### src/rtl/ebus_slice_arb.sv
// EBUS slice arbiter: per-slice driver arbitration onto a registered bus, sticky contention
// capture and a demand/xfer transfer sequencer. Slice 0 is the most significant slice (KL10 bit 0).
module ebus_slice_arb #(
    parameter int NDRV    = 24,
    parameter int NSLICE  = 6,
    parameter int SLICE_W = 6,
    parameter int TIMEOUT = 15,
    parameter int RR_MODE = 0
) (
    input  logic                        clk,
    input  logic                        crobar_l,
    input  logic [NDRV-1:0]             drv_driving,
    input  logic [NDRV*NSLICE-1:0]      drv_slice,
    input  logic [NDRV*NSLICE*SLICE_W-1:0] drv_data,
    input  logic                        demand,
    input  logic                        xfer,
    input  logic                        clr_err,
    output logic [NSLICE*SLICE_W-1:0]   ebus_data,
    output logic [NDRV*NSLICE-1:0]      grant,
    output logic [NSLICE*SLICE_W-1:0]   xfer_data,
    output logic                        xfer_done,
    output logic                        xfer_timeout,
    output logic                        busy,
    output logic                        contention_err,
    output logic [NSLICE-1:0]           err_slice
);
    localparam int DW = NSLICE * SLICE_W;
    localparam int CW = $clog2(TIMEOUT + 1);
    localparam int PW = (NDRV > 1) ? $clog2(NDRV) : 1;

    typedef enum logic [2:0] {IDLE, WAIT, ACK, ABORT, HOLD} state_t;

    state_t state, next_state;
    logic [CW-1:0] cnt, next_cnt;
    logic          capture;

    logic [NSLICE-1:0][NDRV-1:0] req;
    logic [NSLICE-1:0][NDRV-1:0] win;
    logic [NSLICE-1:0][PW-1:0]   win_idx;
    logic [NSLICE-1:0][PW-1:0]   ptr;
    logic [NSLICE-1:0]           has_win;
    logic [NSLICE-1:0]           cont;
    logic [DW-1:0]               mux_data;

    // Search starts at ptr[s] in round-robin mode, at driver 0 otherwise.
    always_comb begin
        req      = '0;
        win      = '0;
        win_idx  = '0;
        has_win  = '0;
        cont     = '0;
        mux_data = '0;
        for (int s = 0; s < NSLICE; s++) begin
            for (int i = 0; i < NDRV; i++) begin
                req[s][i] = drv_driving[i] & drv_slice[i*NSLICE+s];
            end
            cont[s] = (req[s] & (req[s] - NDRV'(1))) != '0;
            for (int k = 0; k < NDRV; k++) begin
                int idx;
                idx = (RR_MODE != 0) ? (int'(ptr[s]) + k) % NDRV : k;
                if (!has_win[s] && req[s][idx]) begin
                    has_win[s] = 1'b1;
                    win_idx[s] = PW'(idx);
                end
            end
            if (has_win[s]) win[s][win_idx[s]] = 1'b1;
            for (int i = 0; i < NDRV; i++) begin
                mux_data[DW-1-s*SLICE_W -: SLICE_W] = mux_data[DW-1-s*SLICE_W -: SLICE_W]
                    | ({SLICE_W{win[s][i]}} & drv_data[i*DW + DW-1-s*SLICE_W -: SLICE_W]);
            end
        end
    end

    always_ff @(posedge clk or negedge crobar_l) begin
        if (!crobar_l) begin
            ebus_data      <= '0;
            grant          <= '0;
            err_slice      <= '0;
            contention_err <= 1'b0;
            ptr            <= '0;
        end else begin
            ebus_data <= mux_data;
            for (int s = 0; s < NSLICE; s++) begin
                for (int i = 0; i < NDRV; i++) begin
                    grant[i*NSLICE+s] <= win[s][i];
                end
            end
            // New contention outranks a simultaneous clear.
            err_slice      <= (clr_err ? '0 : err_slice) | cont;
            contention_err <= (clr_err ? 1'b0 : contention_err) | (|cont);
            if (xfer_done) begin
                for (int s = 0; s < NSLICE; s++) begin
                    if (has_win[s]) begin
                        ptr[s] <= (win_idx[s] == PW'(NDRV-1)) ? '0 : win_idx[s] + PW'(1);
                    end
                end
            end
        end
    end

    always_ff @(posedge clk or negedge crobar_l) begin
        if (!crobar_l) begin
            state     <= IDLE;
            cnt       <= '0;
            xfer_data <= '0;
        end else begin
            state <= next_state;
            cnt   <= next_cnt;
            if (capture) xfer_data <= mux_data;
        end
    end

    always_comb begin
        next_state = state;
        next_cnt   = cnt;
        capture    = 1'b0;
        case (state)
            IDLE: begin
                if (demand) begin
                    next_state = WAIT;
                    next_cnt   = '0;
                end
            end
            WAIT: begin
                if (!demand) begin
                    next_state = IDLE;
                end else if (xfer) begin
                    next_state = ACK;
                    capture    = 1'b1;
                end else if (cnt == CW'(TIMEOUT-1)) begin
                    next_state = ABORT;
                end else if (cnt != '1) begin
                    next_cnt = cnt + CW'(1);
                end
            end
            ACK:     next_state = HOLD;
            ABORT:   next_state = HOLD;
            HOLD: begin
                if (!demand && !xfer) next_state = IDLE;
            end
            default: next_state = IDLE;
        endcase
    end

    // Pulses come straight from the one-cycle ACK/ABORT states.
    assign xfer_done    = (state == ACK);
    assign xfer_timeout = (state == ABORT);
    assign busy         = (state != IDLE);

endmodule
### config.mk
export PLATFORM = sky130hd
export DESIGN_NAME = ebus_slice_arb
export DESIGN_NICKNAME = d
export VERILOG_FILES = /design/src/rtl/ebus_slice_arb.sv
export SDC_FILE = /design/constraint.sdc
export NUM_CORES = 1
export LEC_CHECK = 0
export CAP_MARGIN = 10
export CELL_PAD_IN_SITES_DETAIL_PLACEMENT = 1
export CELL_PAD_IN_SITES_GLOBAL_PLACEMENT = 1
export CORE_AREA = 2 2 490 492
export DETAILED_ROUTE_END_ITERATION = 16
export DIE_AREA = 0 0 492 494
export PLACE_DENSITY = 0.39
export RECOVER_POWER = 50
export SETUP_SLACK_MARGIN = 0.2
export SLEW_MARGIN = 30
export SYNTH_ARGS = -nofsm -noshare
export SYNTH_HDL_FRONTEND = slang
export SYNTH_SLANG_ARGS = --single-unit
### constraint.sdc
create_clock -name clk -period 4.72 [get_ports clk]
set_input_delay 0.944 -clock clk [delete_from_list [all_inputs] [get_ports clk]]
set_output_delay 0.944 -clock clk [all_outputs]
set_load 0.05 [all_outputs]
==> impl_metrics.csv, run 1 <==
group,metric,value,unit
run_status,violations,"capacitance limit, slew limit",
timing,rsz0062_at_grt,"false",
synthesis,synth_top_area_share,33.7,%
layout,layoutNonFillerInstCount,6853,
grt,grt_pass1_wl,295000,um
place,dpl.hpwl,203000,um
worst_setup_path,crit_slowest_cell,"a2111oi_0",
die,start_util,7.19,%
worst_hold_path,hp-start,"xfer_data[2]$_DFFE_PN0P_",
place,placedCellCount,6760,
worst_setup_path,cp-end-kind,"flop",
grt,grt_max_degree,73,
layout,nNetsFinal,4675,
die,core_area,0.237,sq mm
timing,fin_ws,0.274,ns
timing,fmax,0.225,GHz
clock_network,cts_max_level,2,
synthesis,synth.avg_cell_area,8.01,sq um
place,dp_worst_setup_slack,-0.0914,ns
clock_network,root_buffer,"clkbuf_16",
worst_setup_path,cp.buffers_inverters,3,
timing,setup_violations,0,
worst_setup_path,critPathMaxFanout,7,
grt,antenna_found_initial,97,
worst_setup_path,r2r_slack,2.10,ns
route,drt_pass1_iterations,7,
power_and_ir_drop,leakage,13.6,nW
timing,relSlewSlack,-167,%
route,drc,0,
worst_setup_path,path_delay_family,"compound AO/OA/AOI/OAI gates",
route,wire_per_inst,33.9,um
run_status,outcome,"complete, but fails checks",
clock_network,cts_inserted_buffers,41,
worst_hold_path,holdPathStages,1,
layout,syn_to_final_growth,117,%
synthesis,yosys-top-cells-area,"dfrtp_1, nand2_1, a22oi_1, nand3_1, nor2_1",
timing,finClkSkew,0.0206,ns
timing,hold_viol,0,
worst_hold_path,hold_path.class,"reg2reg",
timing,tightestPinTransition,4.01,ns
power_and_ir_drop,powerDensity,265,mW/mm^2
synthesis,synth-edff-count,0,
layout,drive_above_1_share,11.5,%
synthesis,synth_warnings,0,
clock_network,clk_latency,0.64,ns
synthesis,synth_cells,2131,
worst_setup_path,r2r-end,"xfer_data[20]$_DFFE_PN0P_",
flow_run,maxCapViolations,1,
die,die-height,494,um
synthesis,synth_nets,3170,
timing,layout_worst_path_cycle_share,94.2,%
synthesis,async_flop_share,100,%
clock_network,cts_tree,"yes",
route,wl,232000,um
worst_setup_path,worstReg2RegStart,"state[1]$_DFFE_PN0P_",
worst_setup_path,cpPeakStageDelay,0.90,ns
grt,grt_pass1_vias,28232,
route,vias_per_cell,3.84,
worst_setup_path,start_kind,"input port",
clock_network,hold_buffers,0,
place,numPortBuffers,1262,
power_and_ir_drop,ir_worst_vdd,0.000188,V
die,die-area,0.243,sq mm
route,drt_iter0_drc,1761,
worst_setup_path,crit_type,"in2reg",
synthesis,ys_seq_elements,230,
route,vias,26302,
place,place_congestion,0.906,
grt,grt_util_all_layers,18.3,%
clock_network,cts_resized,0,
clock_network,cts.sinks,230,
worst_setup_path,crit_chain,"dlygate4sd3_1 -> a22o_1 -> clkbuf_1 -> or3_1 -> nor4_1 -> a221oi_1 -> o221a_2 -> buf_4 -> a2111oi_0 -> nand3_1 -> mux2_2",
die,die_w,492,um
clock_network,clk_pin_slew,0.06,ns
synthesis,synth_area_leader_cell,"dfrtp_1",
timing,timing.final.max_slew_violations,49,
worst_setup_path,required,5.24,ns
synthesis,ys_seq_area_share,33.7,%
clock_network,clockBufferDepth,3,
worst_setup_path,arrival,4.97,ns
timing,layout_min_cycle_time,4.45,ns
worst_setup_path,rr_worst_depth,4,
synthesis,synth_area,0.0171,sq mm
synthesis,synth_cell_type_count,79,
synthesis,synth_flop_cell,"dfrtp_1",
worst_hold_path,min_to,"xfer_data[2]$_DFFE_PN0P_",
die,rows,179,
grt,gr-total-overflow,0,
die,io_pins,1263,
route,antenna_left,0,
clock_network,cts_setup_buffers,0,
cells by family after synthesis:
kind of cell	count (synthesis)	synth area share, %
AND/OR/NAND/NOR	964	27.5
AO/OA/AOI/OAI	737	32.2
flip-flops	230	33.7
buffers and inverters	150	3.37
multiplexers	40	2.58
adder cells (fa/ha/maj)	10	0.616
synthesized netlist by cell type, drive strengths merged (7+ instances only):
master   count
nand2      307
dfrtp      230
nand3      173
nor2       155
a22oi      139
clkbuf     115
a21oi       94
and2        89
o21ai       85
nor3        74
a221oi      53
a22o        49
nand4       48
a222oi      45
o211ai      45
and3        42
mux2        32
o22ai       29
a31oi       28
a2111oi     26
inv         23
nor4        23
a221o       19
a32oi       17
a211oi      13
a211o       12
and4        12
a311oi      11
a21o        10
buf         10
nor4b        9
o2bb2ai      9
maj3         8
mux2i        8
a21boi       7
o31ai        7
or3          7
metrics by stage:
step / setup TNS, ns / total power (W) / cell area (sq um) / hold WS [ns] / util, %
floorplan: 0 / 0.00397 / 17100 / 0.515 / -
global placement: -0.214 / 0.00663 / 35800 / 0.470 / 15.1
detailed placement: -0.0914 / 0.00663 / 35800 / 0.475 / 15.1
CTS: 0 / 0.0101 / 37200 / 0.275 / 15.7
global route: 0 / 0.0103 / 37000 / 0.508 / 15.6
finish: 0 / 0.00979 / 37000 / 0.488 / 15.6
worst max path at each step:
stage                                            to             from  slack (ns)  cells past startpoint
after detailed placement  xfer_data[11]$_DFFE_PN0P_    drv_slice[10]       -0.09                     11
after CTS                 xfer_data[11]$_DFFE_PN0P_    drv_slice[28]        0.61                     10
after global routing            grant[70]$_DFF_PN0_         crobar_l        0.23                      2
after floorplan            contention_err$_DFF_PN0_  drv_driving[11]        1.12                      9
after global placement    xfer_data[13]$_DFFE_PN0P_  drv_driving[14]       -0.13                     11
final                     xfer_data[11]$_DFFE_PN0P_    drv_slice[10]        0.27                     11
placed cells by master, fill, tap and decap left out, types with 41 or more instances in the layout:
cell type | netlist | routed
nand3_1 | 172 | 172
o21ai_0 | 84 | 84
and2_1 | 81 | 74
a221oi_1 | 52 | 52
a222oi_1 | 45 | 45
dfrtp_1 | 230 | 230
clkbuf_1 | 115 | 52
nor3_1 | 74 | 73
clkdlybuf4s50_1 | 0 | 1215
o211ai_1 | 45 | 45
nor2_1 | 155 | 155
a21oi_1 | 94 | 94
clkbuf_16 | 0 | 42
nand2_1 | 307 | 307
and3_1 | 42 | 41
a22oi_1 | 139 | 139
nand4_1 | 48 | 48
buf_4 | 0 | 261
a22o_1 | 48 | 48
final cells by class:
class | instances | area, sq um
repair buffers | 1587 | 15000
fillers | 28083 | 200000
clock buffers | 52 | 1160
clock inverters | 21 | 255
flip-flops and latches | 230 | 5760
well taps | 3167 | 3960
diodes | 20 | 50.0
multi-input cells | 1751 | 10700
inverters | 25 | 93.8
registers in the layout (all words and copies together) (netlist names):
| register | count |
|---|---|
| contention_err | 1 |
| ebus_data | 36 |
| state | 3 |
| xfer_data | 36 |
| err_slice | 6 |
| cnt | 4 |
| grant | 144 |
where the power goes:
group	total (W)	leakage, nW	switching, W	internal (W)
clock network	0.00329	0.681	0.00134	0.00196
logic	0.00414	9.87	0.00244	0.00170
registers	0.00236	3.01	0.000164	0.00220
total	0.00979	13.6	0.00394	0.00585
metal layers:
metal | wire length (um) | GRT usage [%]
met5 | 391 | 0
met1 | 90500 | 20.6
met2 | 118000 | 33.6
met3 | 17100 | 5.35
met4 | 6250 | 4.39
Power figures use the tool's default switching activity.
==> run 2, diff against run 1 <==
--- a/config.mk
+++ b/config.mk
@@ -13,7 +13,7 @@
 export DIE_AREA = 0 0 492 494
 export PLACE_DENSITY = 0.39
 export RECOVER_POWER = 50
-export SETUP_SLACK_MARGIN = 0.2
+export SETUP_SLACK_MARGIN = 0.02
 export SLEW_MARGIN = 30
 export SYNTH_ARGS = -nofsm -noshare
 export SYNTH_HDL_FRONTEND = slang
==> results of run 2 <==
Same layout as run 1: the final DEF is identical, and so are final timing and power.
